## config.mk

```make
export PLATFORM = sky130hd
export DESIGN_NAME = ps2_rx_flat
export DESIGN_NICKNAME = d
export VERILOG_FILES = /design/src/rtl/ps2_pkg.sv /design/src/rtl/ps2_rx_if.sv /design/src/rtl/ps2_line_filter.sv /design/src/rtl/ps2_rx.sv /design/src/flat_wrapper.sv
export SDC_FILE = /design/constraint.sdc
export NUM_CORES = 1
export LEC_CHECK = 0
export CAP_MARGIN = 20
export CELL_PAD_IN_SITES_DETAIL_PLACEMENT = 1
export CELL_PAD_IN_SITES_GLOBAL_PLACEMENT = 1
export CORE_UTILIZATION = 48
export CTS_BUF_LIST = sky130_fd_sc_hd__clkbuf_4 sky130_fd_sc_hd__clkbuf_8 sky130_fd_sc_hd__clkbuf_16
export CTS_CLUSTER_SIZE = 28
export DETAILED_ROUTE_END_ITERATION = 16
export GPL_ROUTABILITY_DRIVEN = 0
export GPL_TIMING_DRIVEN = 0
export PLACE_DENSITY_LB_ADDON = 0.08
export SETUP_SLACK_MARGIN = 0.5
export SLEW_MARGIN = 20
export SYNTH_ARGS = -nofsm -noshare
export SYNTH_HDL_FRONTEND = slang
export SYNTH_SLANG_ARGS = --single-unit
```

## constraint.sdc

```tcl
create_clock -name clk_sys -period 3.6 [get_ports clk_sys]
set_input_delay 0.36 -clock clk_sys [delete_from_list [all_inputs] [get_ports clk_sys]]
set_output_delay 0.36 -clock clk_sys [all_outputs]
set_load 0.05 [all_outputs]
```

## src/rtl/ps2_pkg.sv

```systemverilog
`default_nettype none
// +--------------------------------------------------------------------+
// | ps2_pkg : shared FSM encoding and scan-code constants for ps2_rx   |
// | rev 1.0                                                            |
// +--------------------------------------------------------------------+
package ps2_pkg;

   typedef enum logic [1:0] {
      ST_IDLE   = 2'd0,
      ST_DATA   = 2'd1,
      ST_PARITY = 2'd2,
      ST_STOP   = 2'd3
   } state_e;

   localparam logic [7:0] PS2_EXT = 8'hE0;
   localparam logic [7:0] PS2_REL = 8'hF0;

   localparam logic [7:0] PS2_BAT_OK = 8'hAA;
   localparam logic [7:0] PS2_ACK    = 8'hFA;
   localparam logic [7:0] PS2_ECHO   = 8'hEE;
   localparam logic [7:0] PS2_RESEND = 8'hFE;
   localparam logic [7:0] PS2_ERR0   = 8'h00;
   localparam logic [7:0] PS2_ERR1   = 8'hFF;

   // Controller replies that must never reach the key matrix.
   function automatic logic is_raw_code(input logic [7:0] code);
      return (code == PS2_BAT_OK) || (code == PS2_ACK)    ||
             (code == PS2_ECHO)   || (code == PS2_RESEND) ||
             (code == PS2_ERR0)   || (code == PS2_ERR1);
   endfunction

endpackage
`default_nettype wire

```

## src/rtl/ps2_rx_if.sv

```systemverilog
`default_nettype none
// +--------------------------------------------------------------------+
// | ps2_rx_if : PS/2 line inputs plus received byte / key event bus    |
// | rev 1.0                                                            |
// +--------------------------------------------------------------------+
interface ps2_rx_if;
   logic       ps2_clk;
   logic       ps2_data;
   logic [7:0] rx_byte;
   logic       rx_strobe;
   logic       rx_err;
   logic       busy;
   logic [7:0] key_code;
   logic       key_ext;
   logic       key_pressed;
   logic       key_strobe;

   modport master (
      output ps2_clk, ps2_data,
      input  rx_byte, rx_strobe, rx_err, busy,
      input  key_code, key_ext, key_pressed, key_strobe
   );

   modport slave (
      input  ps2_clk, ps2_data,
      output rx_byte, rx_strobe, rx_err, busy,
      output key_code, key_ext, key_pressed, key_strobe
   );
endinterface
`default_nettype wire

```

## src/rtl/ps2_line_filter.sv

```systemverilog
`default_nettype none
// +--------------------------------------------------------------------+
// | ps2_line_filter : 2-FF synchroniser followed by a persistence      |
// | glitch filter; idles high. rev 1.0                                 |
// +--------------------------------------------------------------------+
module ps2_line_filter #(
   parameter int FILTER = 8
) (
   input  wire logic clk_sys,
   input  wire logic reset_n,
   input  wire logic din,
   output logic      dout
);

   localparam logic [7:0] FILT_LAST = 8'(FILTER);

   logic       sync1_q, sync1_d;
   logic       sync2_q, sync2_d;
   logic       filt_q,  filt_d;
   logic [7:0] cnt_q,   cnt_d;

   always_comb begin
      sync1_d = din;
      sync2_d = sync1_q;
      filt_d  = filt_q;
      cnt_d   = 8'd0;
      if (sync2_q != filt_q) begin
         if (cnt_q + 8'd1 == FILT_LAST) begin
            filt_d = sync2_q;
         end else begin
            cnt_d = cnt_q + 8'd1;
         end
      end
   end

   always_ff @(posedge clk_sys) begin
      if (!reset_n) begin
         sync1_q <= 1'b1;
         sync2_q <= 1'b1;
         filt_q  <= 1'b1;
         cnt_q   <= 8'd0;
      end else begin
         sync1_q <= sync1_d;
         sync2_q <= sync2_d;
         filt_q  <= filt_d;
         cnt_q   <= cnt_d;
      end
   end

   assign dout = filt_q;

endmodule
`default_nettype wire

```

## src/rtl/ps2_rx.sv

```systemverilog
`default_nettype none
// +--------------------------------------------------------------------+
// | ps2_rx : PS/2 frame receiver with E0/F0 prefix key-event decoder   |
// | rev 1.0                                                            |
// +--------------------------------------------------------------------+
module ps2_rx
   import ps2_pkg::*;
#(
   parameter int FILTER  = 8,
   parameter int TIMEOUT = 4096
) (
   input  wire logic clk_sys,
   input  wire logic reset_n,
   ps2_rx_if.slave   bus
);

   localparam logic [15:0] TO_LAST = 16'(TIMEOUT - 1);

   logic clk_f;
   logic data_f;

   ps2_line_filter #(.FILTER(FILTER)) u_clk_filt (
      .clk_sys (clk_sys),
      .reset_n (reset_n),
      .din     (bus.ps2_clk),
      .dout    (clk_f)
   );

   ps2_line_filter #(.FILTER(FILTER)) u_data_filt (
      .clk_sys (clk_sys),
      .reset_n (reset_n),
      .din     (bus.ps2_data),
      .dout    (data_f)
   );

   state_e      state_q,       state_d;
   logic        clk_prev_q,    clk_prev_d;
   logic [2:0]  bit_cnt_q,     bit_cnt_d;
   logic [7:0]  shift_q,       shift_d;
   logic        parity_q,      parity_d;
   logic [15:0] to_cnt_q,      to_cnt_d;
   logic [7:0]  rx_byte_q,     rx_byte_d;
   logic        rx_strobe_q,   rx_strobe_d;
   logic        rx_err_q,      rx_err_d;
   logic        busy_q,        busy_d;
   logic [7:0]  key_code_q,    key_code_d;
   logic        key_ext_q,     key_ext_d;
   logic        key_pressed_q, key_pressed_d;
   logic        key_strobe_q,  key_strobe_d;
   logic        ext_pend_q,    ext_pend_d;
   logic        rel_pend_q,    rel_pend_d;

   logic sample;
   logic frame_ok;

   assign sample   = clk_prev_q & ~clk_f;
   assign frame_ok = data_f & (^{shift_q, parity_q});

   always_comb begin
      state_d       = state_q;
      clk_prev_d    = clk_f;
      bit_cnt_d     = bit_cnt_q;
      shift_d       = shift_q;
      parity_d      = parity_q;
      to_cnt_d      = to_cnt_q;
      rx_byte_d     = rx_byte_q;
      rx_strobe_d   = 1'b0;
      rx_err_d      = 1'b0;
      key_code_d    = key_code_q;
      key_ext_d     = key_ext_q;
      key_pressed_d = key_pressed_q;
      key_strobe_d  = 1'b0;
      ext_pend_d    = ext_pend_q;
      rel_pend_d    = rel_pend_q;

      // Stall watchdog: only runs between falling edges of an open frame.
      if (state_q == ST_IDLE || sample) begin
         to_cnt_d = 16'd0;
      end else if (to_cnt_q >= TO_LAST) begin
         to_cnt_d   = 16'd0;
         state_d    = ST_IDLE;
         rx_err_d   = 1'b1;
         ext_pend_d = 1'b0;
         rel_pend_d = 1'b0;
      end else begin
         to_cnt_d = to_cnt_q + 16'd1;
      end

      if (sample) begin
         unique case (state_q)
            ST_IDLE: begin
               if (!data_f) begin
                  state_d   = ST_DATA;
                  bit_cnt_d = 3'd0;
               end
            end
            ST_DATA: begin
               shift_d   = {data_f, shift_q[7:1]};
               bit_cnt_d = bit_cnt_q + 3'd1;
               if (bit_cnt_q == 3'd7) state_d = ST_PARITY;
            end
            ST_PARITY: begin
               parity_d = data_f;
               state_d  = ST_STOP;
            end
            ST_STOP: begin
               state_d = ST_IDLE;
               if (frame_ok) begin
                  rx_byte_d   = shift_q;
                  rx_strobe_d = 1'b1;
                  // Decode from shift_q so key_strobe lines up with rx_strobe.
                  if (shift_q == PS2_EXT) begin
                     ext_pend_d = 1'b1;
                  end else if (shift_q == PS2_REL) begin
                     rel_pend_d = 1'b1;
                  end else if (!is_raw_code(shift_q)) begin
                     key_strobe_d  = 1'b1;
                     key_code_d    = shift_q;
                     key_ext_d     = ext_pend_q;
                     key_pressed_d = ~rel_pend_q;
                     ext_pend_d    = 1'b0;
                     rel_pend_d    = 1'b0;
                  end
               end else begin
                  rx_err_d   = 1'b1;
                  ext_pend_d = 1'b0;
                  rel_pend_d = 1'b0;
               end
            end
            default: state_d = ST_IDLE;
         endcase
      end

      busy_d = (state_d != ST_IDLE);
   end

   always_ff @(posedge clk_sys) begin
      if (!reset_n) begin
         state_q       <= ST_IDLE;
         clk_prev_q    <= 1'b1;
         bit_cnt_q     <= 3'd0;
         shift_q       <= 8'd0;
         parity_q      <= 1'b0;
         to_cnt_q      <= 16'd0;
         rx_byte_q     <= 8'd0;
         rx_strobe_q   <= 1'b0;
         rx_err_q      <= 1'b0;
         busy_q        <= 1'b0;
         key_code_q    <= 8'd0;
         key_ext_q     <= 1'b0;
         key_pressed_q <= 1'b0;
         key_strobe_q  <= 1'b0;
         ext_pend_q    <= 1'b0;
         rel_pend_q    <= 1'b0;
      end else begin
         state_q       <= state_d;
         clk_prev_q    <= clk_prev_d;
         bit_cnt_q     <= bit_cnt_d;
         shift_q       <= shift_d;
         parity_q      <= parity_d;
         to_cnt_q      <= to_cnt_d;
         rx_byte_q     <= rx_byte_d;
         rx_strobe_q   <= rx_strobe_d;
         rx_err_q      <= rx_err_d;
         busy_q        <= busy_d;
         key_code_q    <= key_code_d;
         key_ext_q     <= key_ext_d;
         key_pressed_q <= key_pressed_d;
         key_strobe_q  <= key_strobe_d;
         ext_pend_q    <= ext_pend_d;
         rel_pend_q    <= rel_pend_d;
      end
   end

   assign bus.rx_byte     = rx_byte_q;
   assign bus.rx_strobe   = rx_strobe_q;
   assign bus.rx_err      = rx_err_q;
   assign bus.busy        = busy_q;
   assign bus.key_code    = key_code_q;
   assign bus.key_ext     = key_ext_q;
   assign bus.key_pressed = key_pressed_q;
   assign bus.key_strobe  = key_strobe_q;

endmodule
`default_nettype wire

```

## src/flat_wrapper.sv

```systemverilog
// flat-port wrapper written by rule: the top's interface ports become plain ports
module ps2_rx_flat import ps2_pkg::*;
#(
   parameter int FILTER  = 8,
   parameter int TIMEOUT = 4096
)
  (clk_sys, reset_n, bus_ps2_clk, bus_ps2_data, bus_rx_byte, bus_rx_strobe, bus_rx_err, bus_busy, bus_key_code, bus_key_ext, bus_key_pressed, bus_key_strobe);
  ps2_rx_if bus_i ();
  input  wire logic clk_sys;
  input  wire logic reset_n;
  input wire logic [$bits(bus_i.ps2_clk)-1:0] bus_ps2_clk;
  input wire logic [$bits(bus_i.ps2_data)-1:0] bus_ps2_data;
  output wire logic [$bits(bus_i.rx_byte)-1:0] bus_rx_byte;
  output wire logic [$bits(bus_i.rx_strobe)-1:0] bus_rx_strobe;
  output wire logic [$bits(bus_i.rx_err)-1:0] bus_rx_err;
  output wire logic [$bits(bus_i.busy)-1:0] bus_busy;
  output wire logic [$bits(bus_i.key_code)-1:0] bus_key_code;
  output wire logic [$bits(bus_i.key_ext)-1:0] bus_key_ext;
  output wire logic [$bits(bus_i.key_pressed)-1:0] bus_key_pressed;
  output wire logic [$bits(bus_i.key_strobe)-1:0] bus_key_strobe;
  assign bus_i.ps2_clk = bus_ps2_clk;
  assign bus_i.ps2_data = bus_ps2_data;
  assign bus_rx_byte = bus_i.rx_byte;
  assign bus_rx_strobe = bus_i.rx_strobe;
  assign bus_rx_err = bus_i.rx_err;
  assign bus_busy = bus_i.busy;
  assign bus_key_code = bus_i.key_code;
  assign bus_key_ext = bus_i.key_ext;
  assign bus_key_pressed = bus_i.key_pressed;
  assign bus_key_strobe = bus_i.key_strobe;
  ps2_rx #(.FILTER(FILTER), .TIMEOUT(TIMEOUT)) u_core (.clk_sys(clk_sys), .reset_n(reset_n), .bus(bus_i));
endmodule
```

==> load_flow_metrics.sql <==
INSERT INTO impl_metrics (metric_group, metric, value, unit) VALUES
('flow_run', 'drv_cap', '0', ''),
('finish', 'layout.cell_area.non_filler', '0.00405', 'sq mm'),
('route', 'avgRoutedWirePerCell', '14.5', 'um'),
('clock_network', 'cts_repair_resize_count', '0', ''),
('route', 'avgViaCountPerCell', '5.19', ''),
('route', 'antenna_left', '0', ''),
('worst_setup_path', 'crit_arrival', '2.56', 'ns'),
('timing', 'clock_tree_skew_after_final_layout', '0.00944', 'ns'),
('clock_network', 'tritoncts_clock_tree', 'yes', ''),
('synthesis', 'synth-edff-count', '0', ''),
('timing', 'period_share', '63.6', '%'),
('status', 'run_status', 'complete, no violations', ''),
('power_and_ir_drop', 'leakage', '1.47', 'nW'),
('synthesis', 'post-synth-top-count-cell', 'sky130_fd_sc_hd__dfxtp_1', ''),
('global_route', 'grt_pass1_wl', '12500', 'um'),
('worst_setup_path', 'crit-reg2reg-capture', 'u_core.bus.key_ext', ''),
('placed_design', 'buffer_ports.inserted', '25', ''),
('worst_setup_path', 'crit_type', 'reg -> reg', ''),
('synthesis', 'mappedNetlistArea', '0.00345', 'sq mm'),
('worst_setup_path', 'timing.critical_path.from_type', 'flop', ''),
('global_route', 'grt-ovfl-total', '0', ''),
('clock_network', 'clkLatencyLatePin', '0.35', 'ns'),
('hold_path', 'holdPathEnd', 'u_core.u_data_filt.sync2_q', ''),
('clock_network', 'clockRootBuffer', 'sky130_fd_sc_hd__clkbuf_8', ''),
('worst_setup_path', 'critPathMaxFanout', '10', ''),
('timing', 'final-hold-violation-count', '0', ''),
('synthesis', 'post-synth-top-area-cell', 'sky130_fd_sc_hd__dfxtp_1', ''),
('synthesis', 'ys_async_sr_fraction', '0', '%'),
('synthesis', 'ys.warnings.count', '0', ''),
('timing', 'timing.slew.headroom', '61.3', '%'),
('worst_setup_path', 'worstSetupEndpointType', 'flop', ''),
('finish', 'layout-drive-gt1-share', '9.31', '%'),
('worst_setup_path', 'worst_r2r_startpoint', 'u_core.shift_q[2]', ''),
('hold_path', 'holdCritPathClass', 'reg -> reg', ''),
('route', 'dr.first_iter.drc_count', '80', ''),
('timing', 'finalWorstPathRequiredPeriod', '2.29', 'ns'),
('finish', 'n_antenna_cell', '0', ''),
('worst_setup_path', 'rrSetupSlack', '1.31', 'ns'),
('synthesis', 'syn-instance-count', '364', ''),
('hold_path', 'timing.hold.worst_path_depth', '1', ''),
('floorplanning', 'floorplan.core_area', '0.00687', 'sq mm'),
('timing', 'achievable-frequency', '437', 'MHz'),
('synthesis', 'yosys.area.top_type_share', '44.6', '%'),
('synthesis', 'top_area_cells_in_the_synthesized_netlist', 'sky130_fd_sc_hd__dfxtp_1 45%, sky130_fd_sc_hd__mux2i_1 6.1%, sky130_fd_sc_hd__nand2_1 5.5%', ''),
('synthesis', 'number_of_unique_standard_cell_types_used_by_synthesis', '54', ''),
('global_route', 'grt_pass1_vias', '2628', ''),
('timing', 'grt_setup_unrepaired', 'false', ''),
('finish', 'final-instance-count-excl-fill', '504', ''),
('global_route', 'grt_max_degree', '13', ''),
('global_route', 'grt_antenna_before_repair', '0', ''),
('floorplanning', 'die_area', '0.00754', 'sq mm'),
('floorplanning', 'pin_count', '26', ''),
('worst_setup_path', 'timing.critical_path.required', '3.87', 'ns'),
('synthesis', 'yosysSeqAreaShare', '44.6', '%'),
('finish', 'area_delta_synth_final', '17.2', '%'),
('route', 'route.final.wire_length', '7290', 'um'),
('floorplanning', 'starting_density', '50.3', '%'),
('synthesis', 'syn_avg_cell_area', '9.49', 'sq um'),
('finish', 'num-fill-cells', '808', ''),
('worst_setup_path', 'depth_of_the_worst_register_to_register_path', '7', ''),
('clock_network', 'post_cts.repair.setup_buffers', '0', ''),
('power_and_ir_drop', 'power', '1.60', 'mW'),
('power_and_ir_drop', 'ir_drop', '0.332', 'mV'),
('finish', 'finalNetCount', '412', ''),
('clock_network', 'holdBufCountCts', '0', ''),
('route', 'detailroute.via_count', '2617', ''),
('clock_network', 'cts.path.max_buffers', '2', ''),
('placed_design', 'placed_cells', '488', ''),
('floorplanning', 'die-height', '86.8', 'um'),
('clock_network', 'cts_buffers', '9', ''),
('hold_path', 'min_from', 'u_core.u_data_filt.sync1_q', '');
## placed cells by master (no fill, tap or decap), drive strengths merged, types with 6 or more instances in the layout
master,n
nor2,38
and3,7
nand2b,6
buf,7
mux2i,22
nor2b,15
nand3,16
xor2,14
nand2,51
clkdlybuf4s50,26
o21ai,10
dfxtp,77
nand4,7
and2,9
a21boi,9
inv,6
clkbuf,21
xnor2,15
## layout make-up
type	instances	area, sq um	share of cell area [%]
multi-input cells	264	1710	42.2
repair buffers	25	250	6.18
clock buffers	11	139	3.43
flip-flops and latches	77	1540	38.1
clock inverters	5	75.1	1.85
inverters	6	22.5	0.556
plain buffers	20	193	4.76
well taps	96	120	2.97
## flip-flops by register name (all words and copies together) (netlist names), 2 cells and up
name and count:
u_core.bus.key_code 8, u_core.bus.rx_byte 8, u_core.bit_cnt_q 3, u_core.u_clk_filt.cnt_q 8
u_core.to_cnt_q 16, u_core.state_q 2, u_core.shift_q 8, u_core.u_data_filt.cnt_q 8
## critical path, cell delays in order (launching register included)
cell and delay, ns:
sky130_fd_sc_hd__dfxtp_1 0.33, sky130_fd_sc_hd__buf_6 0.14, sky130_fd_sc_hd__xor2_1 0.16, sky130_fd_sc_hd__xnor3_2 0.49, sky130_fd_sc_hd__mux2i_4 0.47, sky130_fd_sc_hd__and2b_4 0.25, sky130_fd_sc_hd__buf_12 0.14, sky130_fd_sc_hd__mux2i_1 0.23
## worst max-delay path by stage
| stage | startpoint | endpoint | slack, ns | depth (start not counted) |
|---|---|---|---|---|
| 6_report | u_core.shift_q[2] | u_core.bus.key_ext | 1.31 | 7 |
| 5_1_grt | u_core.shift_q[3] | u_core.bus.key_code[1] | 1.18 | 7 |
| 4_1_cts | u_core.shift_q[2] | u_core.bus.key_ext | 1.28 | 7 |
| 3_5_place_dp | u_core.shift_q[2] | u_core.bus.key_ext | 1.32 | 7 |
| 2_1_floorplan | u_core.shift_q[2] | u_core.bus.key_code[0] | 1.61 | 7 |
| 3_3_place_gp | u_core.shift_q[2] | u_core.bus.key_pressed | 1.42 | 7 |
## layer usage
layer  vias up  part of all wire (%)  wire length [um]  GRT usage [%]
li1       1294                     -                 -              -
met1      1280                    46              3380           26.1
met2        29                    50              3630           37.7
met3        14                   1.7               125           3.71
met4         0                   2.1               151           10.0
met5         -                     0                 0              0
## logic make-up (layout without fill, tap and decap cells)
| kind of cell | Yosys count | count (layout) | synth area share (%) |
|---|---|---|---|
| other | 1 | 4 | 0.109 |
| and+or+nand+nor | 159 | 159 | 22.3 |
| muxes | 23 | 23 | 7.06 |
| AOI/OAI and AO/OA | 41 | 41 | 8.04 |
| DFF | 77 | 77 | 44.6 |
| adders and majority gates | 5 | 5 | 1.81 |
| xor gates and xnor gates | 32 | 32 | 9.82 |
| buffers and inverters | 26 | 67 | 6.23 |
## stage by stage
| step | hold slack [ns] | worst slack (ns) |
|---|---|---|
| 3_3_place_gp | 0.391 | 1.42 |
| 6_report | 0.408 | 1.31 |
| 5_1_grt | 0.439 | 1.18 |
| 4_1_cts | 0.413 | 1.28 |
| 2_1_floorplan | 0.386 | 1.61 |
| 3_5_place_dp | 0.398 | 1.32 |
## power breakdown
group / switching, mW / internal [mW]
combinational: 0.0153 / 0.0131
sequential: 0.00190 / 0.856
clock: 0.309 / 0.403
total: 0.326 / 1.27
Note: power is estimated with default switching activity, not from simulation.
